==> src/rtl/mult_issue_arbiter.sv <==
// mult_issue_arbiter: shares one fixed-latency integer multiplier between
// NUM_REQ multiply reservation stations. A round-robin pick latches the
// winner's operands and tag, the multiply is sequenced for NUM_CYCLES cycles,
// and the product is held on the CDB-side port until res_ready accepts it.
// Optional feature macro: MULT_ARB_HIGH_EN adds req_hi to select the upper
// half of the unsigned product (MULHU) per request.
module mult_issue_arbiter #(
    parameter int DATA_WIDTH = 32,
    parameter int NUM_REQ    = 4,
    parameter int TAG_WIDTH  = 5,
    parameter int NUM_CYCLES = 4
) (
    input  logic                            clk,
    input  logic                            rst_n,
    input  logic [NUM_REQ-1:0]              req,
    input  logic [NUM_REQ*DATA_WIDTH-1:0]   op_a,
    input  logic [NUM_REQ*DATA_WIDTH-1:0]   op_b,
    input  logic [NUM_REQ*TAG_WIDTH-1:0]    req_tag,
`ifdef MULT_ARB_HIGH_EN
    input  logic [NUM_REQ-1:0]              req_hi,
`endif
    output logic [NUM_REQ-1:0]              grant,
    output logic                            busy,
    output logic                            res_valid,
    output logic [DATA_WIDTH-1:0]           res_data,
    output logic [TAG_WIDTH-1:0]            res_tag,
    input  logic                            res_ready
);

    localparam int PTR_W = (NUM_REQ > 1) ? $clog2(NUM_REQ) : 1;
    localparam int CNT_W = $clog2(NUM_CYCLES + 1);

    typedef enum logic [1:0] {
        IDLE = 2'd0,
        BUSY = 2'd1,
        DONE = 2'd2
    } state_t;

    state_t                 state_r;
    state_t                 next_state_s;
    logic [PTR_W-1:0]       rr_ptr_r;
    logic [CNT_W-1:0]       cnt_r;
    logic [DATA_WIDTH-1:0]  a_r;
    logic [DATA_WIDTH-1:0]  b_r;
    logic [TAG_WIDTH-1:0]   tag_r;
    logic [DATA_WIDTH-1:0]  product_s;
    logic [PTR_W-1:0]       win_idx_s;
    logic [PTR_W-1:0]       cand_s;
    logic                   win_found_s;
    logic                   accept_s;
    logic [PTR_W-1:0]       next_ptr_s;
    int                     idx_v;
`ifdef MULT_ARB_HIGH_EN
    logic                   hi_r;
    logic [2*DATA_WIDTH-1:0] full_prod_s;
`endif

    // Round-robin scan: first requesting station at or after rr_ptr.
    always_comb begin
        win_idx_s   = {PTR_W{1'b0}};
        win_found_s = 1'b0;
        cand_s      = {PTR_W{1'b0}};
        idx_v       = 0;
        for (int i = 0; i < NUM_REQ; i++) begin
            idx_v = int'(rr_ptr_r) + i;
            if (idx_v >= NUM_REQ) begin
                idx_v = idx_v - NUM_REQ;
            end else begin
                idx_v = idx_v;
            end
            cand_s = PTR_W'(idx_v);
            if (!win_found_s && req[cand_s]) begin
                win_found_s = 1'b1;
                win_idx_s   = cand_s;
            end else begin
                win_found_s = win_found_s;
            end
        end
    end

    // Accept happens in IDLE, or in DONE when the CDB takes the result; grant only then.
    always_comb begin
        accept_s   = rst_n && win_found_s &&
                     ((state_r == IDLE) || ((state_r == DONE) && res_ready));
        next_ptr_s = (win_idx_s == PTR_W'(NUM_REQ - 1)) ? {PTR_W{1'b0}}
                                                          : (win_idx_s + PTR_W'(1));
        if (accept_s) begin
            grant = {{(NUM_REQ-1){1'b0}}, 1'b1} << win_idx_s;
        end else begin
            grant = {NUM_REQ{1'b0}};
        end
    end

    // Product of the latched operands: low half, or upper half when requested.
`ifdef MULT_ARB_HIGH_EN
    always_comb begin
        full_prod_s = {{DATA_WIDTH{1'b0}}, a_r} * {{DATA_WIDTH{1'b0}}, b_r};
        if (hi_r) begin
            product_s = full_prod_s[2*DATA_WIDTH-1:DATA_WIDTH];
        end else begin
            product_s = full_prod_s[DATA_WIDTH-1:0];
        end
    end
`else
    always_comb begin
        product_s = a_r * b_r;
    end
`endif

    // Next-state logic for the IDLE/BUSY/DONE sequencer.
    always_comb begin
        next_state_s = state_r;
        case (state_r)
            IDLE: begin
                if (accept_s) next_state_s = BUSY;
                else          next_state_s = IDLE;
            end
            BUSY: begin
                if (cnt_r == CNT_W'(1)) next_state_s = DONE;
                else                    next_state_s = BUSY;
            end
            DONE: begin
                if (accept_s)       next_state_s = BUSY;
                else if (res_ready) next_state_s = IDLE;
                else                next_state_s = DONE;
            end
            default: next_state_s = IDLE;
        endcase
    end

    // State, pointer, counter, operand latches and registered result port.
    always_ff @(posedge clk or negedge rst_n) begin
        if (!rst_n) begin
            state_r   <= IDLE;
            rr_ptr_r  <= {PTR_W{1'b0}};
            cnt_r     <= {CNT_W{1'b0}};
            a_r       <= {DATA_WIDTH{1'b0}};
            b_r       <= {DATA_WIDTH{1'b0}};
            tag_r     <= {TAG_WIDTH{1'b0}};
            res_valid <= 1'b0;
            res_data  <= {DATA_WIDTH{1'b0}};
            res_tag   <= {TAG_WIDTH{1'b0}};
`ifdef MULT_ARB_HIGH_EN
            hi_r      <= 1'b0;
`endif
        end else begin
            state_r   <= next_state_s;
            res_valid <= (next_state_s == DONE);
            if (accept_s) begin
                rr_ptr_r <= next_ptr_s;
                cnt_r    <= CNT_W'(NUM_CYCLES - 1);
                a_r      <= op_a[win_idx_s*DATA_WIDTH +: DATA_WIDTH];
                b_r      <= op_b[win_idx_s*DATA_WIDTH +: DATA_WIDTH];
                tag_r    <= req_tag[win_idx_s*TAG_WIDTH +: TAG_WIDTH];
`ifdef MULT_ARB_HIGH_EN
                hi_r     <= req_hi[win_idx_s];
`endif
            end else if (state_r == BUSY) begin
                cnt_r <= cnt_r - CNT_W'(1);
            end else begin
                cnt_r <= cnt_r;
            end
            if ((state_r == BUSY) && (cnt_r == CNT_W'(1))) begin
                res_data <= product_s;
                res_tag  <= tag_r;
            end else begin
                res_data <= res_data;
                res_tag  <= res_tag;
            end
        end
    end

    assign busy = (state_r != IDLE);

endmodule

==> config.mk <==
export PLATFORM = sky130hd
export DESIGN_NAME = mult_issue_arbiter
export DESIGN_NICKNAME = d
export VERILOG_FILES = /design/src/rtl/mult_issue_arbiter.sv
export SDC_FILE = /design/constraint.sdc
export NUM_CORES = 1
export LEC_CHECK = 0
export ABC_AREA = 1
export ABC_CLOCK_PERIOD_IN_PS = 20100
export CORE_MARGIN = 2
export CORE_UTILIZATION = 59
export CTS_BUF_LIST = sky130_fd_sc_hd__clkbuf_2 sky130_fd_sc_hd__clkbuf_4 sky130_fd_sc_hd__clkbuf_8
export CTS_CLUSTER_DIAMETER = 60
export DETAILED_ROUTE_END_ITERATION = 8
export PLACE_DENSITY = 0.85
export SLEW_MARGIN = 20
export SYNTH_ARGS = -nofsm -noshare
export SYNTH_HDL_FRONTEND = slang
export SYNTH_SLANG_ARGS = --single-unit
export TNS_END_PERCENT = 20
==> constraint.sdc <==
create_clock -name clk -period 20.1 [get_ports clk]
set_input_delay 4.02 -clock clk [delete_from_list [all_inputs] [get_ports clk]]
set_output_delay 4.02 -clock clk [all_outputs]
set_load 0.02 [all_outputs]
# Word level (Yosys, flattened, before mapping)
# Cells that the tools add are included.
dict set report word_totals {
  wordCells 80
  output_inout_bits 43
  register_bits 114
}
dict set report op_classes {
  shifts 4
  muxes 29
  n_mul 2
  order_cmp 8
  eq_ne 5
  n_reduce_logical 14
  addsub 9
}
# op count
set ops {}
lappend ops {{variable part select 128 x 8 -> 32 bit} 2}
lappend ops {{multiplier 32 x 32 -> 32 bit} 1}
lappend ops {{two-way mux 2 bit} 12}
lappend ops {{variable part select 20 x 6 -> 5 bit} 1}
lappend ops {{less-than comparator 2 x 3 -> 1 bit, second input constant} 4}
lappend ops {{>= comparator 3 bit, second input constant} 3}
lappend ops {{two-way mux 1 bit} 9}
lappend ops {{binary-select mux 1 bit (select 2 bit)} 4}
lappend ops {{subtractor 2 x 1 -> 2 bit, second input constant} 4}
lappend ops {{logical AND 1 bit} 7}
lappend ops {{adder 2 x 2 -> 3 bit, second input constant} 2}
lappend ops {{== test 2 bit, second input constant} 3}
lappend ops {{two-way mux 3 bit} 2}
lappend ops {{case mux 2 bit (3 select lines)} 1}
lappend ops {{multiplier 2 x 3 -> 5 bit, second input constant} 1}
lappend ops {{two-way mux 4 bit} 1}
lappend ops {{nonzero test 2 bit} 2}
lappend ops {{left shift 1 x 2 -> 4 bit, first input constant} 1}
lappend ops {{adder 2 x 1 -> 3 bit, second input constant} 1}
lappend ops {{== test 3 x 1 -> 1 bit, second input constant} 1}
lappend ops {{>= comparator 2 x 3 -> 1 bit, second input constant} 1}
lappend ops {{zero test 1 bit} 3}
lappend ops {{subtractor 3 x 1 -> 3 bit, second input constant} 1}
lappend ops {{adder 2 x 1 -> 2 bit, second input constant} 1}
lappend ops {{3 further kinds} 3}

# Depth between registers and ports, before layout
# Gate-level depths: netlist of run 1.
dict set report depth {
  depth_word 19
  ltp_mapped 33
}

# Least setup slack after synthesis of run 1
# No wires, ideal clock.
dict set report synth_path {
  path_type {input-to-output}
  startpoint {input req[0]}
  endpoint {output grant[3]}
  n_path_buf 2
  cell_stages 16
  arrival_ns 5.708
  path_slack_ns 10.372
  path_cell_list {inv_1 > nand2_1 > o21ai_1 > o21ai_2 > inv_2 > nand3_2 > nor2_2 > nand2_1 > o21ai_1 > nand2_2 > inv_2 > buf_4 > buf_2 > ha_1 > inv_1 > nor2_1}
}
dict set report synth_between {
  elab_chain_cells 15
  elab_cells_between_ends 26
}
# element line_no
set synth_rtl {}
lappend synth_rtl {{start, declared} 15} ;# input logic [NUM_REQ-1:0] req,
lappend synth_rtl {{binary-select mux 1 bit (select 2 bit)} 72} ;# if (!win_found_s && req[cand_s]) begin
lappend synth_rtl {{two-way mux 1 bit (not written as such)} 72}
lappend synth_rtl {{two-way mux 1 bit} 72}
lappend synth_rtl {{zero test 1 bit} 72}
lappend synth_rtl {{logical AND 1 bit} 72}
lappend synth_rtl {{two-way mux 1 bit} 72}
lappend synth_rtl {{zero test 1 bit} 72}
lappend synth_rtl {{logical AND 1 bit} 72}
lappend synth_rtl {{two-way mux 1 bit} 72}
lappend synth_rtl {{zero test 1 bit} 72}
lappend synth_rtl {{logical AND 1 bit} 72}
lappend synth_rtl {{two-way mux 1 bit} 72}
lappend synth_rtl {{logical AND 1 bit (2 in a row)} 83} ;# accept_s = rst_n && win_found_s &&
lappend synth_rtl {{two-way mux 4 bit *} 87} ;# if (accept_s) begin
lappend synth_rtl {{end, declared} 22} ;# output logic [NUM_REQ-1:0] grant,
# Every way passes the cells marked *; elsewhere a longest branch is shown, timed or not. The select of a mux whose other input is x is not followed.

# Worst setup path in the final report of run 1
dict set report layout_path {
  startpoint {input req[2]}
  endpoint {output grant[3]}
}
# The elaborated chain is that of the path after synthesis.

==> results.cfg, run 1 <==
[yosys]
yosysSeqAreaShare = 0.122
synth.area.top_cells = fa_1 (35%), nand2_1 (15%), inv_1 (13%)
synth_cells = 3154
synth_nets = 3974
synth_cell_types = 44
yosys.area_share.adder = 0.418
synth_top_family_by_area = adder cells
syn-cell-area_um2 = 23400
syn_avg_cell_area_um2 = 7.42
yosysTopAreaCellShare = 0.349
yosysTopAreaCell = fa_1
synth_edf_count = 0
yosys_warnings = 0
synth-main-ff-cell = dfrtp_1
synthMuxAreaShare = 0
ys_ff_latch = 114
async_flop_share = 1.00
yosys.area_share.simple = 0.199
synth-compound-area-share = 0.0878
yosys.area_share.xor_xnor = 0.0123

[timing]
fin_setup_tns_ns = 0
hold_viol = 0
setup_viol = 0
final.period_utilization = 0.595
max_freq_ghz = 0.0836
slew_headroom = 0.206
min_period_ns = 11.96
worst_pin_slew_ns = 1.19
grt_setup_unrepaired = false
slew_violations = 0
skew_ns = 0.0279

[placed_design]
numPortBuffers = 325
dpl.hpwl_mm = 55.7
finalWeightedCongestion = 0.934

[critical_path]
setup.worst_path.class = in -> out
startpoint_type = primary input
cp.arrival_ns = 7.94
crit_path_end_kind = primary output
cp_max_fo = 106
required_ns = 16.08
rrSetupSlack_ns = 12.43

[die]
start_util = 0.602
io_pins = 326
dieArea_um2 = 41300
die_y_um = 203
core-area_um2 = 38900
die_x_um = 203
rows = 72

[clock_tree]
cts_buffers = 17
clock_sinks = 114
cts_tree = yes
cts_setup_buffers = 0
path_clk_slew_ns = 0.07
worstSkewPairLatency_ns = 0.47
hold_buffers = 0
clock_path_buffers = 2
cts.htree.levels = 4
clockRootBuffer = clkbuf_8
ctsResizeCount = 0

[cells_and_area]
multi_input_area_um2 = 16800
n_fill_cell = 3142
seqCellArea_um2 = 2850
syn_to_final_growth_pct = 16.4
drive_above_1_share = 0.0293
nets = 4182

[global_route]
grt_max_degree = 107
grt_pass1_vias = 22740
antenna_found_initial = 6
grt_usage = 0.352
grt_pass1_wl_mm = 114
grt-ovfl-total = 0

[drt]
drcViolationCount = 0
drt-total-wl_mm = 70.3
ant_nets = 0
drt-pass1-iter-count = 9
avgRoutedWirePerCell_um = 18.0
vias = 21263
via_per_inst = 5.45
drtIter0Drc = 1861

[status]
status = finished, final reports clean

[flow_run]
maxCapViolations = 0

[hold_path]
hp-class = reg -> reg
per-stage QoR:
stage / hold WS, ns / cell area (µm²) / instances / setup WS (ns) / util
finish: 0.487 / 27300 / 3898 / 8.14 / 0.700
global route: 0.510 / 27300 / 3897 / 7.71 / 0.700
CTS: 0.483 / 27200 / 3893 / 8.12 / 0.700
detailed placement: 0.467 / 26800 / 3861 / 8.13 / 0.689
global placement: 0.456 / 26800 / 3861 / 8.15 / 0.689
floorplan: 0.442 / 23400 / 3154 / 10.37 / -
layer usage:
metal,global-route usage,part of all wire,vias up
met5,0,0.00017,-
met3,0.0572,0.082,259
met4,0.184,0.055,2
li1,-,-,9614
met2,0.600,0.50,1127
met1,0.433,0.37,10261
sequential cells by signal, summed over array words and instances (netlist names):
register and count:
cnt_r 3, res_data 32, b_r 32, res_tag 5, rr_ptr_r 2, tag_r 5
res_valid 1, a_r 32, state_r 2
cell families (layout without fill, tap and decap cells):
family,after synthesis,in the layout
flip-flops,114,114
adder cells (fa/ha/maj),537,537
AO/OA/AOI/OAI,343,343
XOR/XNOR,32,32
buffers and inverters,973,1194
AND/OR/NAND/NOR,1155,1155
other,0,5
final timing paths:
path                       startpoint      endpoint  cells after the start
hold reg to reg              tag_r[2]    res_tag[2]                      2
max in group asynchronous       rst_n       b_r[19]                      2
setup reg to reg              b_r[11]  res_data[31]                     24
hold / removal               tag_r[2]    res_tag[2]                      2
setup / recovery               req[2]      grant[3]                     15
min in group asynchronous       rst_n    res_tag[1]                      1
worst max-delay path, cell delays in order:
cell	delay (ns)
clkdlybuf4s50_1	0.48
nor2_1	0.05
a21oi_1	0.23
nand2_1	0.13
nand2_1	0.11
nor3_1	0.06
o21ai_1	0.23
nand2_4	0.05
buf_4	0.40
inv_2	0.43
buf_4	0.68
ha_1	0.26
inv_1	0.05
nor2_1	0.09
clkdlybuf4s50_1	0.62
cells in the final DEF, fill, tap and decap left out, types with 72 or more instances in the layout:
cell type,netlist,final
o21ai_0,97,97
dfrtp_1,114,114
inv_1,794,794
clkdlybuf4s50_1,0,324
o21ai_1,77,77
nand2_1,919,918
o21a_1,72,72
ha_1,129,129
nand3_1,89,89
fa_1,408,408
nor2_1,77,77
cell usage after synthesis (2+ instances only):
library cell and n:
dfrtp_1 114, nor2_8 2, or2_0 33, fa_1 408, buf_6 9, inv_2 7
o21ai_1 77, or2_2 12, nand4_1 5, nor2_1 77, clkbuf_1 120, nand3_1 89
buf_4 6, xor2_1 13, buf_1 15, a21oi_1 33, a21o_1 8, nor3_1 5
o21a_1 72, nand2_2 2, o221ai_1 2, o211ai_1 36, xnor2_1 18, a31oi_1 7
o31ai_1 2, nor4_1 4, inv_1 794, o21bai_1 4, buf_2 21, o21ai_0 97
nand2_1 919, nand3b_1 3, ha_1 129
final cells by class:
type | instances | share of cell area
multi-input combinational | 2067 | 0.616
timing repair buffer | 361 | 0.129
inverter | 801 | 0.110
sequential | 114 | 0.105
tap | 518 | 0.0238
clock inverter | 12 | 0.00574
clock buffer | 20 | 0.00964
antenna | 5 | 0.000459
Power of run 1 is left out: the tool's default activity adds up to more than one toggle a clock period on the data nets, which glitch-free logic cannot reach.
==> run 2: changes to the inputs <==
- ABC_CLOCK_PERIOD_IN_PS: 20100 -> 12100
- CORE_UTILIZATION: 59 -> 58
- PLACE_DENSITY: 0.85 -> 0.84
- clock period: 20.1 -> 12.1 ns (I/O delays scaled with it)
==> results.cfg, run 2 (synthesis results as in run 1) <==
[status]
status = finished, final reports clean

[timing]
skew_ns = 0.0198
min_period_ns = 8.09
fin_setup_tns_ns = 0
final.period_utilization = 0.669
hold_viol = 0
max_freq_ghz = 0.124
grt_setup_unrepaired = false
worst_pin_slew_ns = 0.996
fin_hold_ws_ns = 0.474
slew_violations = 0
setup_viol = 0
slew_headroom = 0.336

[clock_tree]
clockRootBuffer = clkbuf_8
ctsResizeCount = 0
cts.htree.levels = 4
cts_tree = yes
cts_buffers = 17
clock_path_buffers = 2
hold_buffers = 0
cts_setup_buffers = 0
path_clk_slew_ns = 0.07
worstSkewPairLatency_ns = 0.48
clock_sinks = 114

[critical_path]
crit_top_cell = nor2_1
cp_num_cells = 15
cp_cell_sequence = clkdlybuf4s50_1, nor2_1, a21oi_1, nand2_1, nand2_1, nor2_1, nor2_1, nand2_1, nand2_2, buf_4, inv_2, ha_1, inv_1, nor2_1, clkdlybuf4s50_1
critPathTopFamily = buffers and inverters
r2r-start = a_r[9]
worstSetupEndpoint = grant[3]
cp-startpoint = req[2]
cp_max_fo = 75
required_ns = 9.68
startpoint_type = primary input
crit_path_end_kind = primary output
rrSetupSlack_ns = 4.65
crit_slowest_cell = clkdlybuf4s50_1
critical_path_buf_inv_count = 5
setup.worst_path.class = in -> out
slowest_delay_ns = 0.54
cp.arrival_ns = 5.67
reg2reg_depth = 23
rr_endpoint = res_data[26]

[global_route]
grt_pass1_wl_mm = 114
grt_usage = 0.349
grt-ovfl-total = 0
grt_pass1_vias = 22611
antenna_found_initial = 6
grt_max_degree = 96

[drt]
via_per_inst = 5.45
drtIter0Drc = 1669
drcViolationCount = 0
drt-pass1-iter-count = 6
drt-total-wl_mm = 70.4
avgRoutedWirePerCell_um = 18.0
ant_nets = 0
vias = 21274

[cells_and_area]
reg.largest.list = a_r x32, b_r x32, res_data x32
syn_to_final_growth_pct = 16.4
finish.utilization = 0.684
nets = 4180
final_cell_area_um2 = 27300
n_fill_cell = 3236
drive_above_1_share = 0.0285
final_cell_mix = nand2_1 (918), inv_1 (794), fa_1 (408)
final_common_cell = nand2_1

[flow_run]
maxCapViolations = 0

[die]
die_x_um = 205
io_pins = 326
rows = 73
die_y_um = 205
core-area_um2 = 39800
start_util = 0.588
dieArea_um2 = 42000

[placed_design]
dpl.hpwl_mm = 55.8
numPortBuffers = 325
place_area_um2 = 26800
finalWeightedCongestion = 0.912

[hold_path]
min_path_cells = 2
hp-class = reg -> reg
==> run 2: changes by cell type in the layout (fill, tap and decap cells not counted) <==
cell / delta
clkinv_2: -1
clkinvlp_4: -1
clkinv_4: -1
inv_6: -1
clkbuf_8: +3
buf_4: -2
==> run 2: worst min-delay path by stage <==
stage | slack [ns] | endpoint | startpoint
finish | 0.47 | res_tag[1] | tag_r[1]
global route | 0.51 | res_tag[2] | tag_r[2]
CTS | 0.47 | res_tag[1] | tag_r[1]
detailed placement | 0.45 | res_tag[1] | tag_r[1]
global placement | 0.45 | res_tag[4] | tag_r[4]
floorplan | 0.44 | res_tag[0] | tag_r[0]
==> run 2: layer usage <==
metal,track usage,vias up,wire length (µm)
li1,-,9599,-
met2,0.596,1127,35000
met4,0.176,2,3830
met3,0.0573,241,6130
met1,0.429,10305,25500
met5,0,-,14
==> run 2: final cells by class <==
class	count	area [µm²]	area share
Multi-Input combinational cell	2067	16800	0.616
Timing Repair Buffer	359	3510	0.129
Inverter	801	3010	0.110
Sequential cell	114	2850	0.105
Tap cell	525	657	0.0241
Clock buffer	23	304	0.0112
Clock inverter	8	126	0.00464
Antenna cell	5	12.5	0.000459
==> run 2: per-stage QoR <==
stage / cells / setup WS [ns]
after floorplan: 3154 / 5.57
after global placement: 3866 / 4.20
after detailed placement: 3866 / 4.08
after CTS: 3897 / 4.06
after global routing: 3902 / 3.78
final: 3902 / 4.01
==> run 2: worst register-to-register path, delay by kind of cell, from the launching register on <==
family                   cells  cell delay (ns)
flip-flops                   1             0.99
AO/OA/AOI/OAI                3             0.40
AND/OR/NAND/NOR              5             1.15
XOR/XNOR                     1             0.14
buffers and inverters        5             0.31
adder cells (fa/ha/maj)      9             4.39
Power of run 2 is left out for the same reason.
